--- config.mk ---
export PLATFORM = sky130hd
export DESIGN_NAME = riscv_hazard_ctrl
export DESIGN_NICKNAME = d
export VERILOG_FILES = /design/src/rtl/riscv_pipe_pkg.sv /design/src/rtl/riscv_fwd_sel.sv /design/src/rtl/riscv_hazard_ctrl.sv
export SDC_FILE = /design/constraint.sdc
export NUM_CORES = 1
export LEC_CHECK = 0
export BUFFER_PORTS_ARGS = -buffer_cell sky130_fd_sc_hd__buf_2
export CORE_MARGIN = 1
export CORE_UTILIZATION = 56
export DETAILED_ROUTE_END_ITERATION = 7
export PLACE_DENSITY = 0.83
export SLEW_MARGIN = 10
export SYNTH_ARGS = -nofsm -noshare
export SYNTH_HDL_FRONTEND = slang
export SYNTH_SLANG_ARGS = --single-unit
--- constraint.sdc ---
create_clock -name clk -period 4.82 [get_ports clk]
set_clock_uncertainty 0.2 [all_clocks]
set_input_delay 1.205 -clock clk [delete_from_list [all_inputs] [get_ports clk]]
set_output_delay 1.205 -clock clk [all_outputs]
set_load 0.03 [all_outputs]
--- src/rtl/riscv_pipe_pkg.sv ---
// Shared types for the 5-stage pipeline hazard logic: controller states and
// ALU-operand forwarding select encodings.
package riscv_pipe_pkg;

    typedef enum logic [1:0] {
        RUN      = 2'd0,
        LU_STALL = 2'd1,
        FREEZE   = 2'd2
    } hz_state_t;

    localparam logic [1:0] FWD_RF  = 2'b00;  // register file
    localparam logic [1:0] FWD_WB  = 2'b01;  // MEM/WB result
    localparam logic [1:0] FWD_MEM = 2'b10;  // EX/MEM ALU result

endpackage

--- src/rtl/riscv_fwd_sel.sv ---
// Priority compare for one EX operand: the younger EX producer beats the MEM
// producer, and x0 never forwards.
module riscv_fwd_sel
    import riscv_pipe_pkg::*;
#(
    parameter int unsigned REG_AW = 5
) (
    input  logic [REG_AW-1:0] id_rs,
    input  logic [REG_AW-1:0] ex_rd,
    input  logic              ex_regwrite,
    input  logic [REG_AW-1:0] mem_rd,
    input  logic              mem_regwrite,
    output logic [1:0]        fwd_sel
);

    always_comb begin
        fwd_sel = FWD_RF;
        if (id_rs != '0) begin
            if (ex_regwrite && (id_rs == ex_rd)) begin
                fwd_sel = FWD_MEM;
            end else if (mem_regwrite && (id_rs == mem_rd)) begin
                fwd_sel = FWD_WB;
            end
        end
    end

endmodule

--- src/rtl/riscv_hazard_ctrl.sv ---
// Hazard controller for the 5-stage pipeline: load-use stall, memory-wait
// freeze, branch flush, registered forwarding selects and perf counters.
module riscv_hazard_ctrl
    import riscv_pipe_pkg::*;
#(
    parameter int unsigned REG_AW   = 5,
    parameter int unsigned CNT_W    = 32,
    parameter int unsigned BR_STAGE = 3
) (
    input  logic              clk,
    input  logic              reset,
    input  logic [REG_AW-1:0] id_rs1,
    input  logic [REG_AW-1:0] id_rs2,
    input  logic              id_use_rs1,
    input  logic              id_use_rs2,
    input  logic [REG_AW-1:0] ex_rd,
    input  logic [REG_AW-1:0] mem_rd,
    input  logic              ex_regwrite,
    input  logic              mem_regwrite,
    input  logic              ex_memread,
    input  logic              br_taken,
    input  logic              mem_busy,
    input  logic              wb_valid,
    output logic              pc_write,
    output logic              if_id_write,
    output logic              id_ex_bubble,
    output logic              freeze,
    output logic              flush_if_id,
    output logic              flush_id_ex,
    output logic              flush_ex_mem,
    output logic [1:0]        fwd_a,
    output logic [1:0]        fwd_b,
    output logic [CNT_W-1:0]  cyc_cnt,
    output logic [CNT_W-1:0]  stall_cnt,
    output logic [CNT_W-1:0]  flush_cnt,
    output logic [CNT_W-1:0]  retire_cnt
);

    localparam logic [CNT_W-1:0] CNT_MAX = {CNT_W{1'b1}};
    localparam logic [CNT_W-1:0] CNT_ONE = CNT_W'(1);
    localparam logic             FLUSH_MEM_STAGE = (BR_STAGE == 3);

    hz_state_t   state;
    hz_state_t   next_state;
    logic        lu_hazard;
    logic        stall;
    logic        flush_evt;
    logic [1:0]  sel_a;
    logic [1:0]  sel_b;

    assign lu_hazard = ex_memread && (ex_rd != '0) &&
                       ((id_use_rs1 && (id_rs1 == ex_rd)) ||
                        (id_use_rs2 && (id_rs2 == ex_rd)));

    riscv_fwd_sel #(.REG_AW(REG_AW)) u_fwd_rs1 (
        .id_rs        (id_rs1),
        .ex_rd        (ex_rd),
        .ex_regwrite  (ex_regwrite),
        .mem_rd       (mem_rd),
        .mem_regwrite (mem_regwrite),
        .fwd_sel      (sel_a)
    );

    riscv_fwd_sel #(.REG_AW(REG_AW)) u_fwd_rs2 (
        .id_rs        (id_rs2),
        .ex_rd        (ex_rd),
        .ex_regwrite  (ex_regwrite),
        .mem_rd       (mem_rd),
        .mem_regwrite (mem_regwrite),
        .fwd_sel      (sel_b)
    );

    always_ff @(posedge clk) begin
        if (!reset) begin
            state <= RUN;
        end else begin
            state <= next_state;
        end
    end

    // FREEZE with mem_busy low behaves as RUN in that same cycle, so a branch
    // held in EX/MEM during the freeze flushes on the first released cycle.
    always_comb begin
        next_state   = state;
        pc_write     = 1'b1;
        if_id_write  = 1'b1;
        id_ex_bubble = 1'b0;
        freeze       = 1'b0;
        flush_if_id  = 1'b0;
        flush_id_ex  = 1'b0;
        flush_ex_mem = 1'b0;
        stall        = 1'b0;
        flush_evt    = 1'b0;
        if (!reset) begin
            next_state   = RUN;
            pc_write     = 1'b0;
            if_id_write  = 1'b0;
            id_ex_bubble = 1'b1;
            flush_if_id  = 1'b1;
            flush_id_ex  = 1'b1;
            flush_ex_mem = 1'b1;
        end else if (mem_busy) begin
            next_state  = FREEZE;
            freeze      = 1'b1;
            pc_write    = 1'b0;
            if_id_write = 1'b0;
        end else if (br_taken) begin
            next_state   = RUN;
            flush_evt    = 1'b1;
            flush_if_id  = 1'b1;
            flush_id_ex  = 1'b1;
            flush_ex_mem = FLUSH_MEM_STAGE;
        end else if (lu_hazard && (state != LU_STALL)) begin
            next_state   = LU_STALL;
            stall        = 1'b1;
            pc_write     = 1'b0;
            if_id_write  = 1'b0;
            id_ex_bubble = 1'b1;
        end else begin
            next_state = RUN;
        end
    end

    always_ff @(posedge clk) begin
        if (!reset) begin
            fwd_a <= FWD_RF;
            fwd_b <= FWD_RF;
        end else if (!freeze) begin
            if (stall || flush_id_ex) begin
                fwd_a <= FWD_RF;
                fwd_b <= FWD_RF;
            end else begin
                fwd_a <= sel_a;
                fwd_b <= sel_b;
            end
        end
    end

    always_ff @(posedge clk) begin
        if (!reset) begin
            cyc_cnt    <= '0;
            stall_cnt  <= '0;
            flush_cnt  <= '0;
            retire_cnt <= '0;
        end else begin
            if (cyc_cnt != CNT_MAX) begin
                cyc_cnt <= cyc_cnt + CNT_ONE;
            end
            if ((stall || freeze) && (stall_cnt != CNT_MAX)) begin
                stall_cnt <= stall_cnt + CNT_ONE;
            end
            if (flush_evt && (flush_cnt != CNT_MAX)) begin
                flush_cnt <= flush_cnt + CNT_ONE;
            end
            if (wb_valid && !freeze && (retire_cnt != CNT_MAX)) begin
                retire_cnt <= retire_cnt + CNT_ONE;
            end
        end
    end

endmodule

# [After elaboration in Yosys (flattened, before gate mapping)]
# Cells that the tools add are included.
[totals] out_inout_bits=139 in_bits=30 reg_bits=134 wordCells=69
[classes] n_reduce_logical=21 eq_ne=9 n_bitwise=1 mux=26 addsub=4
[ops] cell="$add 32x1->32 const B" count=4
[ops] cell="$ne 32x32->1 const B" count=4
[ops] cell="$eq 5x5->1" count=4
[ops] cell="$mux 1" count=19
[ops] cell="$reduce_bool 5->1" count=3
[ops] cell="$mux 2" count=7
[ops] cell="$logic_and 1x1->1" count=13
[ops] cell="$logic_or 1x1->1" count=3
[ops] cell="$reduce_or 3->1" count=1
[ops] cell="$ne 2x1->1 const B" count=1
[ops] cell="$logic_not 1->1" count=1
[ops] cell="$not 1->1" count=1

# [Logic depth before layout (Yosys ltp)]
[logic_depth] depth_word=11 ltp_mapped=9 depth_no_buf=8

# [By module]
# From an unflattened synthesis, not the netlist that was laid out.
[hier_totals] cells_unflattened=825 area_unflattened_um2=6855.3
[by_module_without_submodules] mod="riscv_hazard_ctrl" cells_each=789 instances=1 seq_area_each_um2=2682.6 area_per_inst_um2=6590.1
[by_module_without_submodules] mod="riscv_fwd_sel" cells_each=18 instances=2 seq_area_each_um2=0.0 area_per_inst_um2=132.6

# [Least setup slack after synthesis]
# OpenSTA, ideal clock, no wires.
[synth_timing] path_type="input port to output port" startpoint="input ex_rd[3]" endpoint="output id_ex_bubble" t_arrival_ps=2524 path_stages=5 setup_slack_ps=891 path_buffers=0 cell_sequence="xnor2_1 > nand3_1 > o22ai_4 > nand2_1 > o21ai_0"
[synth_between] elab_chain_cells=9
[synth_lines] item="start: declaration" line="riscv_hazard_ctrl.sv:16" text="input logic [REG_AW-1:0] ex_rd,"
[synth_lines] item="$eq 5x5->1, on equally long branches" line="riscv_hazard_ctrl.sv:52, riscv_hazard_ctrl.sv:53"
[synth_lines] item="$logic_and 1x1->1, on equally long branches" line="riscv_hazard_ctrl.sv:52, riscv_hazard_ctrl.sv:53"
[synth_lines] item="$logic_or 1x1->1" line="riscv_hazard_ctrl.sv:52" text="((id_use_rs1 && (id_rs1 == ex_rd)) ||"
[synth_lines] item="$logic_and 1x1->1 *" line="riscv_hazard_ctrl.sv:51" text="assign lu_hazard = ex_memread && (ex_rd != '0) &&"
[synth_lines] item="$logic_and 1x1->1 *" line="riscv_hazard_ctrl.sv:113" text="end else if (lu_hazard && (state != LU_STALL)) begin"
[synth_lines] item="$mux 1 *" line="riscv_hazard_ctrl.sv:113"
[synth_lines] item="$mux 1 *" line="riscv_hazard_ctrl.sv:107" text="end else if (br_taken) begin"
[synth_lines] item="$mux 1 *" line="riscv_hazard_ctrl.sv:102" text="end else if (mem_busy) begin"
[synth_lines] item="$mux 1 *" line="riscv_hazard_ctrl.sv:94" text="if (!reset) begin"
[synth_lines] item="end: declaration" line="riscv_hazard_ctrl.sv:26" text="output logic id_ex_bubble,"
# Every way passes the cells marked *; elsewhere a longest branch is shown, timed or not.

# [Final worst setup path]
[layout_timing] startpoint="input ex_rd[1]" endpoint="output id_ex_bubble"
# Same word-level chain as after synthesis.

==> flow_summary.yaml <==
logic_synthesis:
  synthesis.area_um2: 6770
  ys_async_sr_fraction_pct: 0
  synth_area_leaders: "dfxtp_1 (40%), xnor2_1 (8.8%), and2_1 (7.6%)"
  ys_seq_elements: 134
  ys_seq_area_share_pct: 39.6
  yosysTopAreaCellShare_pct: 39.6
  yosys_most_used_dff: "dfxtp_1"
  syn_nets: 805
  synth_edf_count: 0
  yosys.area.top_type: "dfxtp_1"
  yosys_warnings: 0
  synthDistinctLibCells: 52
  synthCells: 771
  postSynthAreaPerCell_um2: 8.78
cts:
  clkLatencyLatePin_ns: 0.41
  cts.sinks: 134
  htree_levels: 4
  postCtsSetupBuffers: 0
  postCtsHoldBufs: 0
  cts-resized-gates: 0
  clk_pin_slew_ns: 0.05
  cts_root_buf: "clkbuf_16"
  tritoncts: "yes"
  clock_path_buffers: 2
  cts_inserted_buffers: 17
layout:
  layout-drive-gt1-share_pct: 22.9
  fin_util_pct: 71.2
  diodes: 0
  final_nets: 968
  area_growth_pct: 22.1
timing:
  max_freq_mhz: 248
  hold_viol_final: 0
  min_period_over_period_pct: 83.5
  worst_pin_slew_ns: 0.896
  tns_ns: 0
  maxSlewHeadroom_pct: 39.7
  slew_violations: 0
  post-route-min-period_ns: 4.03
  setup_viol: 0
  rsz0062_at_grt: "no"
placed_design:
  gp_congestion: 0.816
  dp_hpwl_um: 11400
  port_buffers: 168
floorplan:
  chipWidth_um: 112
  dieArea_um2: 12500
  rows: 39
  initial_utilization_pct: 58.3
  die_h_um: 112
  core_area_um2: 11600
  io_pins: 169
power:
  power_frac_comb_pct: 5.0
  power_frac_seq_pct: 44.9
  p_int_mw: 1.96
  switching_share_pct: 21.9
  leakagePower_nw: 3.56
  p_clk_share_pct: 50.2
  p_sw_uw: 547
  power.density_nw_per_um2: 303
  ir_drop_mv: 0.345
hold_path:
  hold_end: "fwd_a[0]"
  hold_start: "fwd_a[0]"
  hold_depth: 2
  hold_path_class: "reg -> reg"
global_routing:
  grt_start_max_net_pins: 75
  grtUsageMet3_pct: 7.89
  antenna_found_initial: 0
  grt_pass1_vias: 5683
  grt_busiest_layer: "met2"
  grt_usage_pct: 26.2
  met2_usage_pct: 45.5
  met1_usage_pct: 30.9
  grt_overflow: 0
  grt_pass1_wl_um: 26500
routing:
  wl_per_cell_um: 14.5
  via_count: 6110
  drtIter0Drc: 273
  avgViaCountPerCell: 5.61
  ant_nets: 0
  firstDrtPassIters: 8
  drt_wl_total_um: 15900
  route.detailed.drc: 14
critical_path:
  crit_fanout: 4
  startpoint: "ex_rd[1]"
  critPathMaxStageDelay_ns: 0.29
  regToRegEndpoint: "stall_cnt[8]"
  criticalPathCategory: "in -> out"
  reg2reg_from: "stall_cnt[8]"
  reg2regPathDepth: 7
  path_cells: "buf_2, xnor2_1, nand3_1, o22ai_4, nand2_1, o21ai_0, buf_2"
  ff2ff_setup_slack_ns: 2.08
  crit_top_cell: "buf_2"
  crit_path_end_kind: "output pin"
  critical-path-slowest-cell: "o22ai_4"
  start_kind: "input pin"
  arrival_ns: 2.62
  required_ns: 3.41
status:
  status: "complete, but fails checks"
  violations: "DRC"
flow_run:
  max-cap-violations: 0
-- kinds of logic after synthesis --
| family | synth area share (%) |
|---|---|
| adder cells (fa/ha/maj) | 0.739 |
| flip-flops | 39.6 |
| buffers and inverters | 2.77 |
| AND/OR/NAND/NOR | 33.5 |
| AO/OA/AOI/OAI | 7.35 |
| multiplexers | 2.22 |
| XOR/XNOR | 13.8 |
-- power groups by stage --
stage	Combinational (mW)	Sequential (mW)	Clock, mW
final	0.124	1.12	1.26
after global placement	0.122	1.15	0
after detailed placement	0.124	1.15	0
after floorplan	0.0711	1.16	0
after CTS	0.124	1.12	1.28
after global routing	0.135	1.12	1.33
-- per-stage QoR --
step / total power [mW] / setup WS (ns) / hold slack, ns / instances / instance area, µm²
final: 2.50 / 0.794 / 0.259 / 1090 / 8270
after global routing: 2.59 / 0.697 / 0.297 / 1090 / 8270
after CTS: 2.53 / 0.824 / 0.262 / 1090 / 8270
after detailed placement: 1.27 / 0.833 / 0.242 / 1058 / 7690
after global placement: 1.27 / 0.843 / 0.244 / 1058 / 7690
after floorplan: 1.23 / 0.891 / 0.380 / 771 / 6770
-- critical path: cells and delay by family --
kind,cells,cell delay (ns)
AND/OR/NAND/NOR,2,0.28
XOR/XNOR,1,0.16
AO/OA/AOI/OAI,2,0.58
buffers and inverters,2,0.39
-- area by class of cell --
type | count | area (µm²)
tap | 143 | 179
fill | 946 | 3350
sequential | 134 | 2680
multi-input combinational | 593 | 3900
clock buffer | 23 | 478
inverter | 18 | 67.6
clock inverter | 9 | 100
timing repair buffer | 170 | 858
-- state kept, by name, summed over array words and instances (netlist names) --
signal,flops
stall_cnt,32
fwd_a,2
flush_cnt,32
cyc_cnt,32
fwd_b,2
state,2
retire_cnt,32
-- worst max path at each step --
| stage | endpoint | cells past startpoint |
|---|---|---|
| after global placement | id_ex_bubble | 7 |
| after detailed placement | id_ex_bubble | 7 |
| after floorplan | id_ex_bubble | 5 |
| after CTS | id_ex_bubble | 7 |
| final | id_ex_bubble | 7 |
| after global routing | id_ex_bubble | 7 |
-- synth_stat cells (2+ instances only) --
| library cell | number |
|---|---|
| xnor2_1 | 68 |
| o41ai_1 | 2 |
| nand3_1 | 50 |
| or3_1 | 19 |
| nor2_1 | 29 |
| a21boi_0 | 14 |
| nor2b_1 | 13 |
| nor4_2 | 2 |
| nor4_1 | 7 |
| inv_1 | 18 |
| nand2_1 | 77 |
| o21ai_0 | 22 |
| buf_4 | 5 |
| or2_2 | 5 |
| and3_1 | 13 |
| mux2i_1 | 15 |
| o31a_1 | 2 |
| and4_1 | 18 |
| or4_1 | 7 |
| clkbuf_1 | 18 |
| or4b_1 | 2 |
| a21boi_1 | 4 |
| o31ai_1 | 6 |
| o21a_1 | 3 |
| buf_2 | 2 |
| a31oi_1 | 5 |
| nor3_1 | 20 |
| xor2_1 | 39 |
| nand2b_1 | 12 |
| dfxtp_1 | 134 |
| and2_1 | 82 |
| o211ai_1 | 2 |
| nand4_1 | 34 |
| ha_1 | 4 |
-- cell usage in the layout, fill, tap and decap left out, types with 2 or more instances in the layout --
master,instances
a21boi_0,14
a21boi_1,4
a31oi_1,5
and2_1,82
and3_1,13
and4_1,18
buf_2,167
buf_4,3
bufinv_16,2
clkbuf_1,3
clkbuf_16,17
clkbuf_8,3
clkinv_2,5
clkinvlp_4,2
dfxtp_1,134
ha_1,4
inv_1,18
mux2i_1,15
nand2_1,77
nand2b_1,12
nand3_1,50
nand4_1,34
nor2_1,29
nor2b_1,13
nor3_1,20
nor4_1,7
nor4_2,2
o211ai_1,2
o21a_1,3
o21ai_0,22
o31a_1,2
o31ai_1,6
o41ai_1,2
or2_2,5
or3_1,19
or4_1,7
or4b_1,2
xnor2_1,68
xor2_1,39
-- per-layer routing --
| layer | wire, µm | part of all wire [%] |
|---|---|---|
| met1 | 6800 | 43 |
| met2 | 7750 | 49 |
| met3 | 1110 | 7.0 |
| met4 | 199 | 1.3 |
| met5 | 0 | 0 |
(Power assumes the default switching activity.)
